`src/rtl/uart_bus_bridge_if.sv`:
```
// uart_bus_bridge_if: UART byte streams and host bus of the bridge.
// master = bridge side, slave = UART/bus environment side.
interface uart_bus_bridge_if;
    logic        rx_valid_i;
    logic [7:0]  rx_data_i;
    logic        rx_ready_o;
    logic        tx_valid_o;
    logic [7:0]  tx_data_o;
    logic        tx_ready_i;
    logic        host_req_o;
    logic [31:0] host_addr_o;
    logic        host_we_o;
    logic [3:0]  host_be_o;
    logic [31:0] host_wdata_o;
    logic        host_rvalid_i;
    logic [31:0] host_rdata_i;

    modport master (
        input  rx_valid_i, rx_data_i, tx_ready_i, host_rvalid_i, host_rdata_i,
        output rx_ready_o, tx_valid_o, tx_data_o, host_req_o, host_addr_o, host_we_o,
               host_be_o, host_wdata_o
    );
    modport slave (
        output rx_valid_i, rx_data_i, tx_ready_i, host_rvalid_i, host_rdata_i,
        input  rx_ready_o, tx_valid_o, tx_data_o, host_req_o, host_addr_o, host_we_o,
               host_be_o, host_wdata_o
    );
endinterface

```
`src/rtl/uart_bus_bridge.sv`:
```
// uart_bus_bridge: parses R/W command frames from a UART byte stream into
// single host bus transactions and returns a response byte stream.
module uart_bus_bridge #(
    parameter int InterByteTimeout = 1_000_000,
    parameter int RspTimeout       = 255
) (
    input logic clk_i,
    input logic rst_i,
    uart_bus_bridge_if.master bus
);
    localparam logic [2:0] IDLE = 3'd0, ADDR = 3'd1, DATA = 3'd2, BUS_REQ = 3'd3,
                           BUS_WAIT = 3'd4, RESP = 3'd5;
    localparam int GW = $clog2(InterByteTimeout + 1);
    localparam int WW = $clog2(RspTimeout + 1);
    localparam logic [GW-1:0] GapLast = GW'(InterByteTimeout - 1);
    localparam logic [WW-1:0] WaitLast = WW'(RspTimeout - 1);

    logic [2:0]    state_q, state_d;
    logic          we_q, we_d, multi_q, multi_d;
    logic [31:0]   addr_q, addr_d, wdata_q, wdata_d, rdata_q, rdata_d;
    logic [7:0]    code_q, code_d;
    logic [1:0]    cnt_q, cnt_d, idx_q, idx_d;
    logic [GW-1:0] gap_q, gap_d;
    logic [WW-1:0] wait_q, wait_d;
    logic          acc, hs;

    assign acc = bus.rx_valid_i & bus.rx_ready_o;
    assign hs  = bus.tx_valid_o & bus.tx_ready_i;

    always_comb begin
        state_d = state_q;
        we_d    = we_q;
        multi_d = multi_q;
        addr_d  = addr_q;
        wdata_d = wdata_q;
        rdata_d = rdata_q;
        code_d  = code_q;
        cnt_d   = cnt_q;
        idx_d   = '0;
        gap_d   = '0;
        wait_d  = '0;
        case (state_q)
            IDLE: if (acc) begin
                cnt_d = '0;
                if (bus.rx_data_i == 8'h52 || bus.rx_data_i == 8'h57) begin
                    we_d    = bus.rx_data_i == 8'h57;
                    state_d = ADDR;
                end else begin
                    code_d  = 8'h3F;
                    multi_d = 1'b0;
                    state_d = RESP;
                end
            end
            ADDR, DATA: begin
                gap_d = gap_q + 1'b1;
                if (acc) begin
                    gap_d = '0;
                    cnt_d = cnt_q + 2'd1;
                    if (state_q == ADDR) addr_d = {bus.rx_data_i, addr_q[31:8]};
                    else wdata_d = {bus.rx_data_i, wdata_q[31:8]};
                    if (cnt_q == 2'd3) state_d = (state_q == ADDR && we_q) ? DATA : BUS_REQ;
                end else if (gap_q == GapLast) state_d = IDLE;
            end
            BUS_REQ: state_d = BUS_WAIT;
            BUS_WAIT: begin
                wait_d = wait_q + 1'b1;
                if (bus.host_rvalid_i) begin
                    rdata_d = we_q ? rdata_q : bus.host_rdata_i;
                    multi_d = ~we_q;
                    code_d  = 8'h4B;
                    state_d = RESP;
                end else if (wait_q == WaitLast) begin
                    multi_d = 1'b0;
                    code_d  = 8'h45;
                    state_d = RESP;
                end
            end
            RESP: begin
                idx_d = hs ? idx_q + 2'd1 : idx_q;
                if (hs && (!multi_q || idx_q == 2'd3)) state_d = IDLE;
            end
            default: state_d = IDLE;
        endcase
    end

    always_ff @(posedge clk_i or posedge rst_i) begin
        if (rst_i) begin
            state_q <= IDLE;
            we_q    <= 1'b0;
            multi_q <= 1'b0;
            addr_q  <= '0;
            wdata_q <= '0;
            rdata_q <= '0;
            code_q  <= '0;
            cnt_q   <= '0;
            idx_q   <= '0;
            gap_q   <= '0;
            wait_q  <= '0;
        end else begin
            state_q <= state_d;
            we_q    <= we_d;
            multi_q <= multi_d;
            addr_q  <= addr_d;
            wdata_q <= wdata_d;
            rdata_q <= rdata_d;
            code_q  <= code_d;
            cnt_q   <= cnt_d;
            idx_q   <= idx_d;
            gap_q   <= gap_d;
            wait_q  <= wait_d;
        end
    end

    // rx_ready is gated by rst_i because IDLE is also the reset state
    assign bus.rx_ready_o   = ~rst_i & (state_q == IDLE || state_q == ADDR || state_q == DATA);
    assign bus.tx_valid_o   = state_q == RESP;
    assign bus.tx_data_o    = state_q != RESP ? 8'h00 :
                              multi_q ? 8'(rdata_q >> {idx_q, 3'b000}) : code_q;
    assign bus.host_req_o   = state_q == BUS_REQ;
    assign bus.host_addr_o  = addr_q;
    assign bus.host_we_o    = we_q;
    assign bus.host_be_o    = 4'hF;
    assign bus.host_wdata_o = wdata_q;
endmodule
```
`src/flat_wrapper.sv`:
```
// flat-port wrapper written by rule: the top's interface ports become plain ports
module uart_bus_bridge_flat 
#(
    parameter int InterByteTimeout = 1_000_000,
    parameter int RspTimeout       = 255
)
  (clk_i, rst_i, bus_rx_valid_i, bus_rx_data_i, bus_tx_ready_i, bus_host_rvalid_i, bus_host_rdata_i, bus_rx_ready_o, bus_tx_valid_o, bus_tx_data_o, bus_host_req_o, bus_host_addr_o, bus_host_we_o, bus_host_be_o, bus_host_wdata_o);
  uart_bus_bridge_if bus_i ();
  input logic clk_i;
  input logic rst_i;
  input wire logic [$bits(bus_i.rx_valid_i)-1:0] bus_rx_valid_i;
  input wire logic [$bits(bus_i.rx_data_i)-1:0] bus_rx_data_i;
  input wire logic [$bits(bus_i.tx_ready_i)-1:0] bus_tx_ready_i;
  input wire logic [$bits(bus_i.host_rvalid_i)-1:0] bus_host_rvalid_i;
  input wire logic [$bits(bus_i.host_rdata_i)-1:0] bus_host_rdata_i;
  output wire logic [$bits(bus_i.rx_ready_o)-1:0] bus_rx_ready_o;
  output wire logic [$bits(bus_i.tx_valid_o)-1:0] bus_tx_valid_o;
  output wire logic [$bits(bus_i.tx_data_o)-1:0] bus_tx_data_o;
  output wire logic [$bits(bus_i.host_req_o)-1:0] bus_host_req_o;
  output wire logic [$bits(bus_i.host_addr_o)-1:0] bus_host_addr_o;
  output wire logic [$bits(bus_i.host_we_o)-1:0] bus_host_we_o;
  output wire logic [$bits(bus_i.host_be_o)-1:0] bus_host_be_o;
  output wire logic [$bits(bus_i.host_wdata_o)-1:0] bus_host_wdata_o;
  assign bus_i.rx_valid_i = bus_rx_valid_i;
  assign bus_i.rx_data_i = bus_rx_data_i;
  assign bus_i.tx_ready_i = bus_tx_ready_i;
  assign bus_i.host_rvalid_i = bus_host_rvalid_i;
  assign bus_i.host_rdata_i = bus_host_rdata_i;
  assign bus_rx_ready_o = bus_i.rx_ready_o;
  assign bus_tx_valid_o = bus_i.tx_valid_o;
  assign bus_tx_data_o = bus_i.tx_data_o;
  assign bus_host_req_o = bus_i.host_req_o;
  assign bus_host_addr_o = bus_i.host_addr_o;
  assign bus_host_we_o = bus_i.host_we_o;
  assign bus_host_be_o = bus_i.host_be_o;
  assign bus_host_wdata_o = bus_i.host_wdata_o;
  uart_bus_bridge #(.InterByteTimeout(InterByteTimeout), .RspTimeout(RspTimeout)) u_core (.clk_i(clk_i), .rst_i(rst_i), .bus(bus_i));
endmodule
```
`config.mk`:
```
export PLATFORM = sky130hd
export DESIGN_NAME = uart_bus_bridge_flat
export DESIGN_NICKNAME = d
export VERILOG_FILES = /design/src/rtl/uart_bus_bridge_if.sv /design/src/rtl/uart_bus_bridge.sv /design/src/flat_wrapper.sv
export SDC_FILE = /design/constraint.sdc
export NUM_CORES = 1
export LEC_CHECK = 0
export BUFFER_PORTS_ARGS = -buffer_cell sky130_fd_sc_hd__buf_4
export CAP_MARGIN = 20
export CORE_MARGIN = 4
export CORE_UTILIZATION = 40
export CTS_BUF_LIST = sky130_fd_sc_hd__clkbuf_2 sky130_fd_sc_hd__clkbuf_4 sky130_fd_sc_hd__clkbuf_8
export CTS_CLUSTER_DIAMETER = 150
export DETAILED_ROUTE_END_ITERATION = 10
export PLACE_DENSITY = 0.6
export SLEW_MARGIN = 20
export SYNTH_ARGS = -nofsm -noshare
export SYNTH_HDL_FRONTEND = slang
export SYNTH_SLANG_ARGS = --single-unit
```
`constraint.sdc`:
```
create_clock -name clk_i -period 6.1 [get_ports clk_i]
set_input_delay 1.22 -clock clk_i [delete_from_list [all_inputs] [get_ports clk_i]]
set_output_delay 1.22 -clock clk_i [all_outputs]
set_load 0.05 [all_outputs]
```
---- Word level (Yosys, flattened, before mapping) ----
Cells that the tools add are included.
storage, ports and cells
  register bits after elaboration ......... 141
  output and inout bits ................... 80
  logic and storage cells ................. 90
cells by class
  equality and inequality tests ........... 20
  reductions and logical operators ........ 18
  add/sub/neg operators ................... 4
  muxes and demuxes ....................... 30
  bitwise gates (word level) .............. 6
  shifts and indexed selects .............. 1
operators with widths
  kind                                                              number
  8-bit two-way mux                                                 7
  20-bit two-way mux                                                2
  32-bit by 5-bit right shift with 8-bit output                     1
  3-bit two-way mux                                                 8
  20-bit by 1-bit adder with 20-bit output (second input constant)  1
  20-bit == test (second input constant)                            1
  8-bit by 7-bit == test with 1-bit output (second input constant)  2
  8-bit case mux with 2 select lines                                1
  3-bit case mux with 5 select lines                                1
  3-bit AND reduction                                               5
  8-bit by 1-bit adder with 8-bit output (second input constant)    1
  8-bit == test (second input constant)                             1
  2-bit two-way mux                                                 4
  3-bit by 2-bit == test with 1-bit output (second input constant)  2
  3-bit == test (second input constant)                             2
  2-bit != test (second input constant)                             3
  3-bit != test (second input constant)                             2
  1-bit two-way mux                                                 5
  5-bit AND reduction                                               1
  2-bit by 1-bit adder with 2-bit output (second input constant)    2
  2-bit == test (second input constant)                             2
  1-bit logical OR                                                  4
  2-bit by 1-bit != test with 1-bit output (second input constant)  2
  2-bit case mux with 2 select lines                                1
  12 further kinds                                                  18

---- Logic depth before layout (Yosys ltp) ----
  depth in word-level cells ............... 7
  mapped depth ............................ 7

---- Worst setup path before layout ----
Ideal clock, no wire load.
  path type ............................... input-to-reg
  start point ............................. input port rst_i
  end point ............................... register u_core.state_q[0]
  slack ................................... 966 ps
  arrival time ............................ 5009 ps
  stages .................................. 5
  buffers on the path ..................... 0
  required time ........................... 5975 ps
  cells stage by stage .................... inv_1 a211o_1 o21bai_1 nand3_2 mux2_4
on the way
  cells in the longest elaborated chain, start to end .. 5
  elaborated cells on any way between the ends .. 9
  classes of those cells .................. eq/ne (3); mux (2); bitwise (3); reduce/logical (1)
ends and longest elaborated chain
  element                                                                              RTL line                RTL
  start, declared                                                                      flat_wrapper.sv:10      input logic rst_i;
  1-bit inverter *                                                                     uart_bus_bridge.sv:115  assign bus.rx_ready_o = ~rst_i & (state_q == IDLE || state_q == ADDR || state_q == DATA);
  1-bit bitwise AND *                                                                  uart_bus_bridge.sv:115
  1-bit bitwise AND *                                                                  uart_bus_bridge.sv:27   assign acc = bus.rx_valid_i & bus.rx_ready_o;
  3-bit != test (no line) (tied with other cells)                                      --
  5-bit AND reduction (no line) or 3-bit case mux with 5 select lines (tied branches)  --
  end signal, assigned                                                                 uart_bus_bridge.sv:100  state_q <= state_d;
  end, declared                                                                        uart_bus_bridge.sv:18   logic [2:0] state_q, state_d;
Mark *: on every way between the ends. The rest lies on a longest branch, timed or not.
A chain may end at the register's enable or synchronous reset.

---- Final worst setup path ----
  start point ............................. register u_core.idx_q[0]
  end point ............................... output port bus_tx_data_o[0]
on the way
  cells in the longest elaborated chain, start to end .. 3
ends and longest elaborated chain
  element                                        RTL line                RTL
  start, declared                                uart_bus_bridge.sv:22   logic [1:0] cnt_q, cnt_d, idx_q, idx_d;
  start signal, assigned                         uart_bus_bridge.sv:108  idx_q <= idx_d;
  32-bit by 5-bit right shift with 8-bit output  uart_bus_bridge.sv:118  multi_q ? 8'(rdata_q >> {idx_q, 3'b000}) : code_q;
  8-bit two-way mux                              uart_bus_bridge.sv:118
  8-bit two-way mux                              uart_bus_bridge.sv:117  assign bus.tx_data_o = state_q != RESP ? 8'h00 :
  end, declared                                  flat_wrapper.sv:18      output wire logic [$bits(bus_i.tx_data_o)-1:0] bus_tx_data_o;
No other way between the ends.

==> flow_metrics.py <==
metrics = {
    "sta": {
        "setup_viol": 0,
        "slew_headroom_pct": 45.0,
        "rsz0062_at_grt": "false",
        "max_freq_mhz": 297,
        "slew_violations": 0,
        "setup_tns_ns": 0,
        "min_period_ns": 3.37,
        "clock_skew_ns": 0.0108,
        "worstMarginPinSlew_ns": 0.825,
        "hold_viol_final": 0,
        "fin_crit_sh_pct": 55.2,
        "hold_ws_ns": 0.477,
    },
    "floorplanning": {
        "rows": 44,
        "fp.dieH_um": 131,
        "start_util_pct": 41.2,
        "design.core.area_um2": 14700,
        "pin_count": 125,
        "die_area_um2": 17200,
        "die_w_um": 131,
    },
    "grt": {
        "grt_overflow": 0,
        "grt_antenna_before_repair": 0,
        "grt_max_degree": 95,
        "grt_use_total_pct": 15.8,
        "first_global_vias": 4223,
        "grt_pass1_wl_um": 21100,
    },
    "cts": {
        "htree_levels": 4,
        "cts_buffers": 17,
        "cts_resized": 0,
        "clk_pin_slew_ns": 0.08,
        "clock-sinks": 138,
        "cts-root-buf": "clkbuf_8",
        "cts_tree": "yes",
        "insertion_delay_ns": 0.44,
        "post_cts_buffers": 0,
        "ctsHoldBuffers": 0,
        "cts_max_path_buffers": 2,
    },
    "logic_synthesis": {
        "seq_area_frac_synth_pct": 57.0,
        "yosysTopAreaCellShare_pct": 57.0,
        "synth_edf_count": 0,
        "yosysWarnings": 0,
        "synth_cell_types": 51,
        "yosysTopAreaCell": "dfrtp_1",
        "synth_area_leaders": "dfrtp_1 57%, mux2_2 12%, nand2_1 5.6%, mux4_2 3.0%, xor2_1 2.6%",
        "avgSynthCellArea_um2": 12.1,
        "synth_ff_type": "dfrtp_1",
        "synth-seq-cells": 138,
        "syn-cell-area_um2": 6060,
        "synthCells": 501,
        "async_flop_share_pct": 100,
    },
    "placed_design": {
        "dpl-instance-area_um2": 7070,
        "gp_congestion": 0.754,
        "io_buffers": 120,
        "hpwl_um": 9110,
    },
    "detailed_routing": {
        "via_count": 4109,
        "top_layer": "met4",
        "first_pass_iters": 4,
        "dr_wl_met2_um": 5760,
        "dr_wl_met3_um": 1000,
        "postRouteAntennaNets": 0,
        "wl_met1_um": 5980,
        "routed_wl_um": 13000,
        "detail_route.vias_per_cell": 5.03,
        "drc": 0,
        "routedWlPerCell_um": 15.9,
        "drt_iter0_markers": 198,
    },
    "critical_path": {
        "crit_arrival_ns": 2.15,
        "crit_path_start_kind": "flop",
        "cpPeakStageDelay_ns": 0.70,
        "r2r_end": "u_core.state_q[1]",
        "r2r_start": "u_core.state_q[2]",
        "slowest_stage": "dfrtp_1",
        "r2r_cells": 4,
        "critPathKind": "reg2out",
        "endpoint_kind": "primary output",
        "cp.required_ns": 4.88,
        "worstPathMaxFanout": 10,
        "path_cells": "mux4_2 > mux2i_1 > nor2_1 > buf_4",
        "rrSetupSlack_ns": 3.47,
    },
    "min_path": {
        "hold_path_class": "reg2reg",
        "worstHoldStart": "u_core.code_q[0]",
        "min_to": "u_core.code_q[0]",
        "hold_depth": 1,
    },
    "final_layout": {
        "stdcell_area_um2": 7460,
        "fillCellCount": 1329,
        "multi_input_area_um2": 2420,
        "design.final.nets": 672,
        "drive_gt1_share_pct": 38.2,
        "final-seq-area_um2": 3450,
        "layout_commonest_cell": "dfrtp_1",
        "most-common-layout-cells": "138 x dfrtp_1, 123 x buf_4, 91 x nand2_1, 67 x mux2_2, 41 x nor2_1",
        "area_delta_synth_final_pct": 23.2,
        "antenna_cells": 0,
    },
    "power_and_ir_drop": {
        "power.total_mw": 3.45,
        "peakVddDrop_uv": 256,
        "p_per_area_nw_per_um2": 463,
        "power_leakage_nw": 3.68,
    },
    "job": {
        "cap_violations": 0,
    },
    "run_status": {
        "status": "finished clean",
    },
}
[per-stage QoR]
| step | utilization, % | setup slack [ns] | std cells |
|---|---|---|---|
| 3_5_place_dp | 48.1 | 2.57 | 787 |
| 3_3_place_gp | 48.1 | 2.67 | 787 |
| 4_1_cts | 50.8 | 2.67 | 817 |
| 6_report | 50.8 | 2.73 | 817 |
| 5_1_grt | 50.8 | 2.58 | 817 |
| 2_1_floorplan | - | 0.966 | 504 |
[state kept, by name, summed over array words and instances, names as in the netlist]
register / flops
u_core.bus.host_addr_o: 32
u_core.bus.host_wdata_o: 32
u_core.rdata_q: 32
u_core.gap_q: 20
u_core.wait_q: 8
u_core.code_q: 5
u_core.state_q: 3
u_core.cnt_q: 2
u_core.idx_q: 2
u_core.bus.host_we_o: 1
u_core.multi_q: 1
[cell families (layout without fill, tap and decap cells)]
group / after synthesis / count (layout) / share of synthesized area (%)
adders and majority gates: 5 / 5 / 1.03
xor gates and xnor gates: 25 / 25 / 3.62
buffers and inverters: 34 / 163 / 3.16
other: 1 / 4 / 0.0619
DFF: 138 / 138 / 57.0
AOI/OAI and AO/OA: 30 / 30 / 3.14
muxes: 87 / 87 / 17.7
and+or+nand+nor: 181 / 181 / 14.3
[cells in the mapped netlist, types with 2 or more instances]
library cell and count:
nand3_2 2, buf_6 4, nor3_1 2, ha_1 5, o21bai_1 2, o31ai_1 2
mux2i_1 5, nand4_1 6, mux4_2 8, buf_4 5, a21o_1 4, nand2_1 91
xnor2_1 7, xor2_1 18, mux2_4 2, nand2b_1 2, dfrtp_1 138, nor4b_1 2
nand3b_2 2, a21oi_1 10, clkbuf_1 3, nand3_1 12, mux2_1 5, or3_1 3
mux2_2 67, inv_2 2, inv_1 8, nor2_1 41, o21ai_0 6, and3_1 5
buf_2 12
[worst max path at each step]
stage / end / slack (ns) / from / depth (start not counted)
floorplan: u_core.state_q[0] / 0.97 / rst_i / 5
global placement: u_core.state_q[0] / 2.67 / rst_i / 6
detailed placement: u_core.state_q[0] / 2.57 / rst_i / 6
CTS: bus_tx_data_o[0] / 2.67 / u_core.idx_q[0] / 4
global route: bus_tx_data_o[6] / 2.58 / u_core.idx_q[1] / 4
finish: bus_tx_data_o[0] / 2.73 / u_core.idx_q[0] / 4
[layer usage]
metal / GRT usage, % / vias to the layer above
met4: 6.17 / 0
li1: - / 1948
met5: 0 / -
met1: 21.0 / 2002
met3: 4.67 / 20
met2: 24.5 / 139
[power by group]
part / internal [mW] / leakage [nW] / switching, mW
sequential: 1.17 / 1.79 / 0.222
combinational: 0.504 / 1.69 / 0.827
clock: 0.403 / 0.194 / 0.329
total: 2.08 / 3.68 / 1.38
[cell type report]
cell class | count | share of cell area [%]
Sequential cell | 138 | 46.3
Multi-Input combinational cell | 332 | 32.5
Tap cell | 184 | 3.09
Inverter | 10 | 0.570
Clock buffer | 23 | 3.99
Clock inverter | 7 | 1.24
Timing Repair Buffer | 123 | 12.4
[worst max-delay path: cells and delay by family (launching register included)]
kind	cells	cell delay (ns)
buffers and inverters	1	0.20
muxes	2	0.72
and+or+nand+nor	1	0.08
DFF	1	0.70
(Power assumes the default switching activity.)
